### src/rtl/decim_avg_block.sv
`default_nettype none
// ============================================================================
// Module      : decim_avg_block
// Description : Decimating averager. Takes a qualified stream of signed
//               samples from the two-input averaging adder. Every 2**LOG2_N
//               valid samples are averaged into one result. Arithmetic
//               truncation is toward minus infinity. Results are queued in a
//               show-ahead FIFO with a valid/ready handshake.
// Ports       : ip_clock    - clock, rising edge
//               ip_reset    - asynchronous reset, active low
//               ip_data     - signed input sample
//               ip_valid    - ip_data carries a new sample this cycle
//               ip_clear    - synchronous flush of accumulator, FIFO, overflow
//               ip_ready    - downstream accepts op_data this cycle
//               op_data     - FIFO head result (0 while op_valid is low)
//               op_valid    - FIFO holds at least one result
//               op_level    - FIFO occupancy
//               op_overflow - sticky: a result was dropped on a full FIFO
// Revision    : 1.0 - initial release
// ============================================================================
module decim_avg_block #(
    parameter int DATA_W     = 12,
    parameter int LOG2_N     = 2,
    parameter int FIFO_DEPTH = 4
) (
    input  logic                          ip_clock,
    input  logic                          ip_reset,
    input  logic [DATA_W-1:0]             ip_data,
    input  logic                          ip_valid,
    input  logic                          ip_clear,
    input  logic                          ip_ready,
    output logic [DATA_W-1:0]             op_data,
    output logic                          op_valid,
    output logic [$clog2(FIFO_DEPTH):0]   op_level,
    output logic                          op_overflow
);

    localparam int ACC_W = DATA_W + LOG2_N;
    localparam int PTR_W = $clog2(FIFO_DEPTH);
    localparam int LVL_W = PTR_W + 1;

    localparam logic [LOG2_N-1:0] C_CNT_LAST = {LOG2_N{1'b1}};
    localparam logic [LVL_W-1:0]  C_FULL_LVL = LVL_W'(FIFO_DEPTH);

    // ------------------------------------------------------------------
    // State
    // ------------------------------------------------------------------
    logic [ACC_W-1:0]  acc_q,      acc_d;
    logic [LOG2_N-1:0] cnt_q,      cnt_d;
    logic [PTR_W-1:0]  wr_ptr_q,   wr_ptr_d;
    logic [PTR_W-1:0]  rd_ptr_q,   rd_ptr_d;
    logic [LVL_W-1:0]  count_q,    count_d;
    logic              overflow_q, overflow_d;

    logic [DATA_W-1:0] mem_q [FIFO_DEPTH];

    // ------------------------------------------------------------------
    // Accumulator datapath
    // ------------------------------------------------------------------
    logic [ACC_W-1:0]  w_sample_ext;
    logic [ACC_W-1:0]  w_sum;
    logic [DATA_W-1:0] w_result;
    logic              w_last;

    // The accumulator is LOG2_N bits wider than a sample, so a full group of
    // sign-extended samples always fits without wrap-around.
    assign w_sample_ext = {{LOG2_N{ip_data[DATA_W-1]}}, ip_data};
    assign w_sum        = acc_q + w_sample_ext;
    // Dropping the LOG2_N LSBs of a two's-complement sum is an arithmetic
    // right shift, which floors the average (toward minus infinity).
    assign w_result     = w_sum[ACC_W-1 -: DATA_W];
    assign w_last       = (cnt_q == C_CNT_LAST);

    // ------------------------------------------------------------------
    // FIFO control
    // ------------------------------------------------------------------
    logic w_empty;
    logic w_full;
    logic w_push;
    logic w_pop;
    logic w_wr_en;
    logic w_drop;

    assign w_empty = (count_q == '0);
    assign w_full  = (count_q == C_FULL_LVL);
    // The clear input overrides both the push of a finishing group and the pop.
    assign w_push  = ip_valid & w_last & ~ip_clear;
    assign w_pop   = ~w_empty & ip_ready & ~ip_clear;
    // When full, the write lands in the slot being popped this same edge.
    // The read pointer advances past that slot, so the new result becomes
    // the tail.
    assign w_wr_en = w_push & (~w_full | w_pop);
    assign w_drop  = w_push & w_full & ~w_pop;

    always_comb begin
        acc_d      = acc_q;
        cnt_d      = cnt_q;
        wr_ptr_d   = wr_ptr_q;
        rd_ptr_d   = rd_ptr_q;
        count_d    = count_q;
        overflow_d = overflow_q;

        if (ip_clear) begin
            acc_d      = '0;
            cnt_d      = '0;
            wr_ptr_d   = '0;
            rd_ptr_d   = '0;
            count_d    = '0;
            overflow_d = 1'b0;
        end else begin
            if (ip_valid) begin
                if (w_last) begin
                    acc_d = '0;
                    cnt_d = '0;
                end else begin
                    acc_d = w_sum;
                    cnt_d = cnt_q + LOG2_N'(1);
                end
            end

            // The pointers are power-of-two sized, so they wrap naturally.
            if (w_wr_en) begin
                wr_ptr_d = wr_ptr_q + PTR_W'(1);
            end
            if (w_pop) begin
                rd_ptr_d = rd_ptr_q + PTR_W'(1);
            end

            // Occupancy is tracked explicitly because a full FIFO and an
            // empty FIFO have the same pointer values.
            case ({w_wr_en, w_pop})
                2'b10:   count_d = count_q + LVL_W'(1);
                2'b01:   count_d = count_q - LVL_W'(1);
                default: count_d = count_q;
            endcase

            if (w_drop) begin
                overflow_d = 1'b1;
            end
        end
    end

    // ------------------------------------------------------------------
    // Registers
    // ------------------------------------------------------------------
    always_ff @(posedge ip_clock or negedge ip_reset) begin
        if (!ip_reset) begin
            acc_q      <= '0;
            cnt_q      <= '0;
            wr_ptr_q   <= '0;
            rd_ptr_q   <= '0;
            count_q    <= '0;
            overflow_q <= 1'b0;
        end else begin
            acc_q      <= acc_d;
            cnt_q      <= cnt_d;
            wr_ptr_q   <= wr_ptr_d;
            rd_ptr_q   <= rd_ptr_d;
            count_q    <= count_d;
            overflow_q <= overflow_d;
        end
    end

    // The storage array needs no reset. Entries are only visible through
    // the occupancy count, and the count is reset.
    always_ff @(posedge ip_clock) begin
        if (w_wr_en) begin
            mem_q[wr_ptr_q] <= w_result;
        end
    end

    // ------------------------------------------------------------------
    // Outputs: derived from registered state only
    // ------------------------------------------------------------------
    assign op_valid    = ~w_empty;
    assign op_data     = w_empty ? '0 : mem_q[rd_ptr_q];
    assign op_level    = count_q;
    assign op_overflow = overflow_q;

endmodule
`default_nettype wire
### config.mk
export PLATFORM = sky130hd
export DESIGN_NAME = decim_avg_block
export DESIGN_NICKNAME = d
export VERILOG_FILES = /design/src/rtl/decim_avg_block.sv
export SDC_FILE = /design/constraint.sdc
export NUM_CORES = 1
export LEC_CHECK = 0
export CAP_MARGIN = 15
export CORE_UTILIZATION = 57
export DETAILED_ROUTE_END_ITERATION = 16
export PLACE_DENSITY = 0.78
export SYNTH_ARGS = -nofsm -noshare
export SYNTH_HDL_FRONTEND = slang
export SYNTH_SLANG_ARGS = --single-unit
export TNS_END_PERCENT = 30
### constraint.sdc
create_clock -name ip_clock -period 2.8 [get_ports ip_clock]
set_input_delay 0.56 -clock ip_clock [delete_from_list [all_inputs] [get_ports ip_clock]]
set_output_delay 0.56 -clock ip_clock [all_outputs]
set_load 0.1 [all_outputs]
### Word level (Yosys, flattened, before mapping)

Memory sizes are Yosys's and may differ from the RTL's.
Cells that the tools add are included.

* register bits after elaboration: 24
* bits in latches: 0
* bits in writable memories: 48
* bits in read-only memories: 0
* bits of input ports: 17
* output and inout bits: 17
* word-level logic and storage cells: 52
* memories kept: 1

* add/subtract/negate cells: 6
* $mul: 0
* div/mod/pow operators: 0
* $lt $le $gt $ge: 0
* eq/ne operators: 4
* shift operators: 0
* multiplexer cells: 17
* bitwise operators: 12
* reduce and logical (&&, ||, !) cells: 6

Memories
* mem_q: depth 4, width 12, rd ports 1, clocked after memory_dff 0, wr ports 1, line 55 `logic [DATA_W-1:0] mem_q [FIFO_DEPTH];`

Operator list (count)
* two-way mux 14 bit: 3
* adder 14 bit: 1
* two-way mux 2 bit: 7
* two-way mux 12 bit: 1
* nonzero test 2 bit: 4
* bitwise AND 1 bit: 7
* adder 2 x 1 -> 2 bit (second input constant): 3
* case mux 3 bit (2 select lines): 1
* == test 2 bit (second input constant): 2
* two-way mux 1 bit: 4
* inverter 1 bit: 4
* adder 3 x 1 -> 3 bit (second input constant): 1
* == test 3 bit (second input constant): 1
* zero test 3 bit: 1
* two-way mux 3 bit: 1
* nonzero test 3 bit: 1
* subtractor 3 x 1 -> 3 bit (second input constant): 1
* == test 2 x 1 -> 1 bit (second input constant): 1
* OR 1 bit: 1

### Longest topological paths before layout

* word-level depth: 9
* gate-level depth with buffers: 10
* depth with buffers taken out: 9

### Least setup slack after synthesis

Ideal clock, no wire load.

* path type: register to output
* from: register count_q[1] (netlist: op_level[1])
* to: output port op_data[10]
* data arrival time: 3190 ps
* required time: 2240 ps
* path slack: -950 ps
* cell stages (with the launch flop): 5
* path buffers: 2
* cell sequence: dfrtp_1 or3_1 buf_2 clkbuf_1 and2_1

* word-level cells in the longest chain between the ends: 2

Ends and longest elaborated chain
* start: declaration: line 52 `logic [LVL_W-1:0] count_q, count_d;`
* start signal: assignment: line 159 `count_q <= count_d;`
* zero test 3 bit: line 84 `assign w_empty = (count_q == '0);`
* two-way mux 12 bit: line 176 `assign op_data = w_empty ? '0 : mem_q[rd_ptr_q];`
* end: declaration: line 32 `output logic [DATA_W-1:0] op_data,`

No other way between the ends.

### Worst setup path in the final report

* from: input port ip_data[0]
* to: memory mem_q[1][10], data pin

* word-level cells in the longest chain between the ends: 1

Ends and longest elaborated chain
* start: declaration: line 28 `input logic [DATA_W-1:0] ip_data,`
* adder 14 bit: line 68 `assign w_sum = acc_q + w_sample_ext;`
* via w_sum[12]: line 61 `logic [ACC_W-1:0] w_sum;`
* end: declaration: line 55

The timed path passes the listed nets, and every way through them passes these cells.

==> results.sh <==
export IMPL_status="completed"
export IMPL_fillCellCount=379
export IMPL_die_area_sq_um=6455
export IMPL_yosys_warnings=0
export IMPL_seq_area_sq_um=2046
export IMPL_layout_setup_ws_ns=0.1493
export IMPL_rr_worst_depth=8
export IMPL_insertedDiodeCount=0
export IMPL_vdd_drop_max_uv=913.2
export IMPL_dr_pass1_iters=4
export IMPL_synth_cells=250
export IMPL_p_leak_nw=1.688
export IMPL_sw_frac_of_total_pct=43.03
export IMPL_total_power_mw=4.135
export IMPL_port_buffers=33
export IMPL_synth_top_flop_cell="edfxtp_1"
export IMPL_relSlewSlack_pct=26.09
export IMPL_r2r_start="acc_q[0]"
export IMPL_setup_violations=0
export IMPL_antenna_left=0
export IMPL_num_io_pins=34
export IMPL_synthDistinctLibCells=41
export IMPL_slew_viol_final=0
export IMPL_syn_to_final_growth_pct=23.89
export IMPL_grt_max_degree=25
export IMPL_cp_max_fo=4
export IMPL_fin_cells=387
export IMPL_cp_required_ns=2.85
export IMPL_cp_start_kind="primary input"
export IMPL_antenna_found_initial=0
export IMPL_met3_usage_pct=2.841
export IMPL_grt_use_total_pct=22.00
export IMPL_cts_buffers=9
export IMPL_p_sw_mw=1.779
export IMPL_synth_edf_count=48
export IMPL_max_cap_violations=0
export IMPL_finalNetCount=344
export IMPL_power_internal_mw=2.355
export IMPL_grtUsageMet1_pct=28.47
export IMPL_drt_iter0_markers=106
export IMPL_place_hpwl_mm=4.551
export IMPL_synth_yosys_seq_area_share_pct=58.37
export IMPL_ys_ff_latch=72
export IMPL_cts_path_max_buffers=2
export IMPL_cp_data_arrival_time_ns=2.70
export IMPL_fmax_mhz=377.3
export IMPL_wl_per_cell_um=16.69
export IMPL_die_y_um=80.34
export IMPL_hold_buffers=0
export IMPL_final_common_cell="edfxtp_1"
export IMPL_coreArea_sq_um=5921
export IMPL_power_density_nw_per_um2=954.0
export IMPL_rsz0062_at_grt="false"
export IMPL_final_cell_mix="48 x edfxtp_1, 26 x buf_4, 21 x dfrtp_1"
export IMPL_reg2reg_to="mem_q[1][10]"
export IMPL_cts_tree="done"
export IMPL_comb_power_share_pct=51.5
export IMPL_synthesis_nets=287
export IMPL_tns_ns=0
export IMPL_clock_latency_ns=0.33
export IMPL_multi_input_area_sq_um=1410
export IMPL_syn_avg_cell_area_sq_um=13.99
export IMPL_min_from="op_overflow"
export IMPL_dp_cells=371
export IMPL_worst_setup_path_end_kind="flip-flop"
export IMPL_syn_area_sq_um=3498
export IMPL_gp_congestion=0.8988
export IMPL_use_met2_pct=36.19
export IMPL_path_class="in2reg"
export IMPL_vias=2204
export IMPL_grt_pass1_wl_mm=10.05
export IMPL_r2r_slack_ns=0.42
export IMPL_finalHoldViolations=0
export IMPL_grt_busiest_layer="met2"
export IMPL_rows=28
export IMPL_cts_root_buffer="clkbuf_8"
export IMPL_wirelength_mm=6.459
export IMPL_fin_crit_ns=2.651
export IMPL_p_clk_share_pct=16.4
export IMPL_die_x_um=80.34
export IMPL_period_share_pct=94.67
export IMPL_vias_per_cell=5.695
export IMPL_skew_ns=0.01109
export IMPL_drive_gt1_share_pct=25.64
export IMPL_fin_util_pct=73.20
export IMPL_grt_pass1_vias=2092
export IMPL_hold_path_end="op_overflow"
export IMPL_post_route_drc_count=0
export IMPL_tightest_slew_ns=1.105
export IMPL_dp_slack_ns=-0.1991
export IMPL_ys_async_sr_fraction_pct=33.33
export IMPL_cts_htree_levels=3
export IMPL_start_util_pct=59.09
export IMPL_hp_class="reg2reg"
export IMPL_min_path_cells=2
export IMPL_seq_power_share_pct=32.1
export IMPL_cts_sinks=72
export IMPL_clkTransAtPathRegs_ns=0.07
export IMPL_grt_overflow_total=0
area by class of cell:
cell class	count	area share (%)
Multi-Input combinational cell	162	32.53
Timing Repair Buffer	54	13.74
Tap cell	75	2.165
Clock inverter	4	0.5485
Inverter	8	0.6928
Clock buffer	12	3.118
Sequential cell	72	47.20
power by group through the flow:
| stage | Combinational (mW) | Sequential (mW) | Clock, mW |
|---|---|---|---|
| 4_1_cts | 2.14 | 1.33 | 0.687 |
| 2_1_floorplan | 1.37 | 1.44 | 0 |
| 3_5_place_dp | 2.13 | 1.35 | 0 |
| 6_report | 2.13 | 1.33 | 0.677 |
| 3_3_place_gp | 2.09 | 1.35 | 0 |
| 5_1_grt | 2.24 | 1.33 | 0.724 |
how the worst max path moves through the flow:
stage	startpoint	end	cells past startpoint
after CTS	ip_data[0]	mem_q[1][10]	9
after detailed placement	ip_data[0]	mem_q[0][10]	9
final	ip_data[0]	mem_q[1][10]	9
after global placement	ip_data[0]	mem_q[0][10]	9
after floorplan	op_level[1]	op_level[2]	8
after global routing	ip_data[0]	mem_q[1][10]	9
synthesized netlist by cell type (3+ instances only):
library cell	number	area (sq um)
a22o_1	13	113.9
clkbuf_1	5	18.77
a21oi_1	14	70.07
mux4_2	12	270.3
xor2_1	9	78.83
inv_1	8	30.03
o21ai_0	9	45.04
a31oi_1	3	18.77
ha_1	18	225.2
nor2_1	15	56.30
nand2_1	7	26.28
edfxtp_1	48	1441
nand3_1	7	35.03
xnor2_1	8	70.07
and2_1	16	100.1
o21bai_1	4	30.03
dfrtp_1	24	600.6
per-layer routing:
layer  up-vias  part of all wire, %  routed length, um
met5         -                    0                  0
met4         0                  1.9                124
met3         9                  3.5                223
met2        41                   48               3128
met1      1088                   46               2983
li1       1066                    -                  -
per-stage QoR:
step	cell area, sq um	hold WS (ns)
floorplan	3516	0.2644
global placement	4167	0.4843
detailed placement	4167	0.4892
CTS	4325	0.5048
global route	4334	0.5392
finish	4334	0.5040
critical path, cell delays in order:
cell and delay, ns:
clkdlybuf4s50_1 0.41, ha_1 0.23, fa_1 0.39, a21oi_1 0.24
o21ai_1 0.14, a21oi_2 0.21, o21ai_0 0.13, a21oi_1 0.24
xnor2_1 0.15
logic make-up (layout without fill, tap and decap cells):
kind of cell,after synthesis,after routing,share of synthesized area [%]
muxes,15,15,8.655
DFF,72,72,58.37
adders and majority gates,20,20,7.582
and+or+nand+nor,57,57,8.834
xor gates and xnor gates,17,17,4.256
AOI/OAI and AO/OA,53,53,10.44
buffers and inverters,16,78,1.860
repair_timing:
item | CTS | global route
endpoints found under the setup margin | 0 | 5
setup buffers | 0 | 0
endpoints found under the hold margin | 0 | 0
resized for setup | 0 | 2
state kept, by name (all words and copies together), names as in the netlist:
| signal | count |
|---|---|
| op_level | 3 |
| op_overflow | 1 |
| cnt_q | 2 |
| wr_ptr_q | 2 |
| rd_ptr_q | 2 |
| mem_q | 48 |
| acc_q | 14 |
Note: power is estimated with default switching activity, not from simulation.
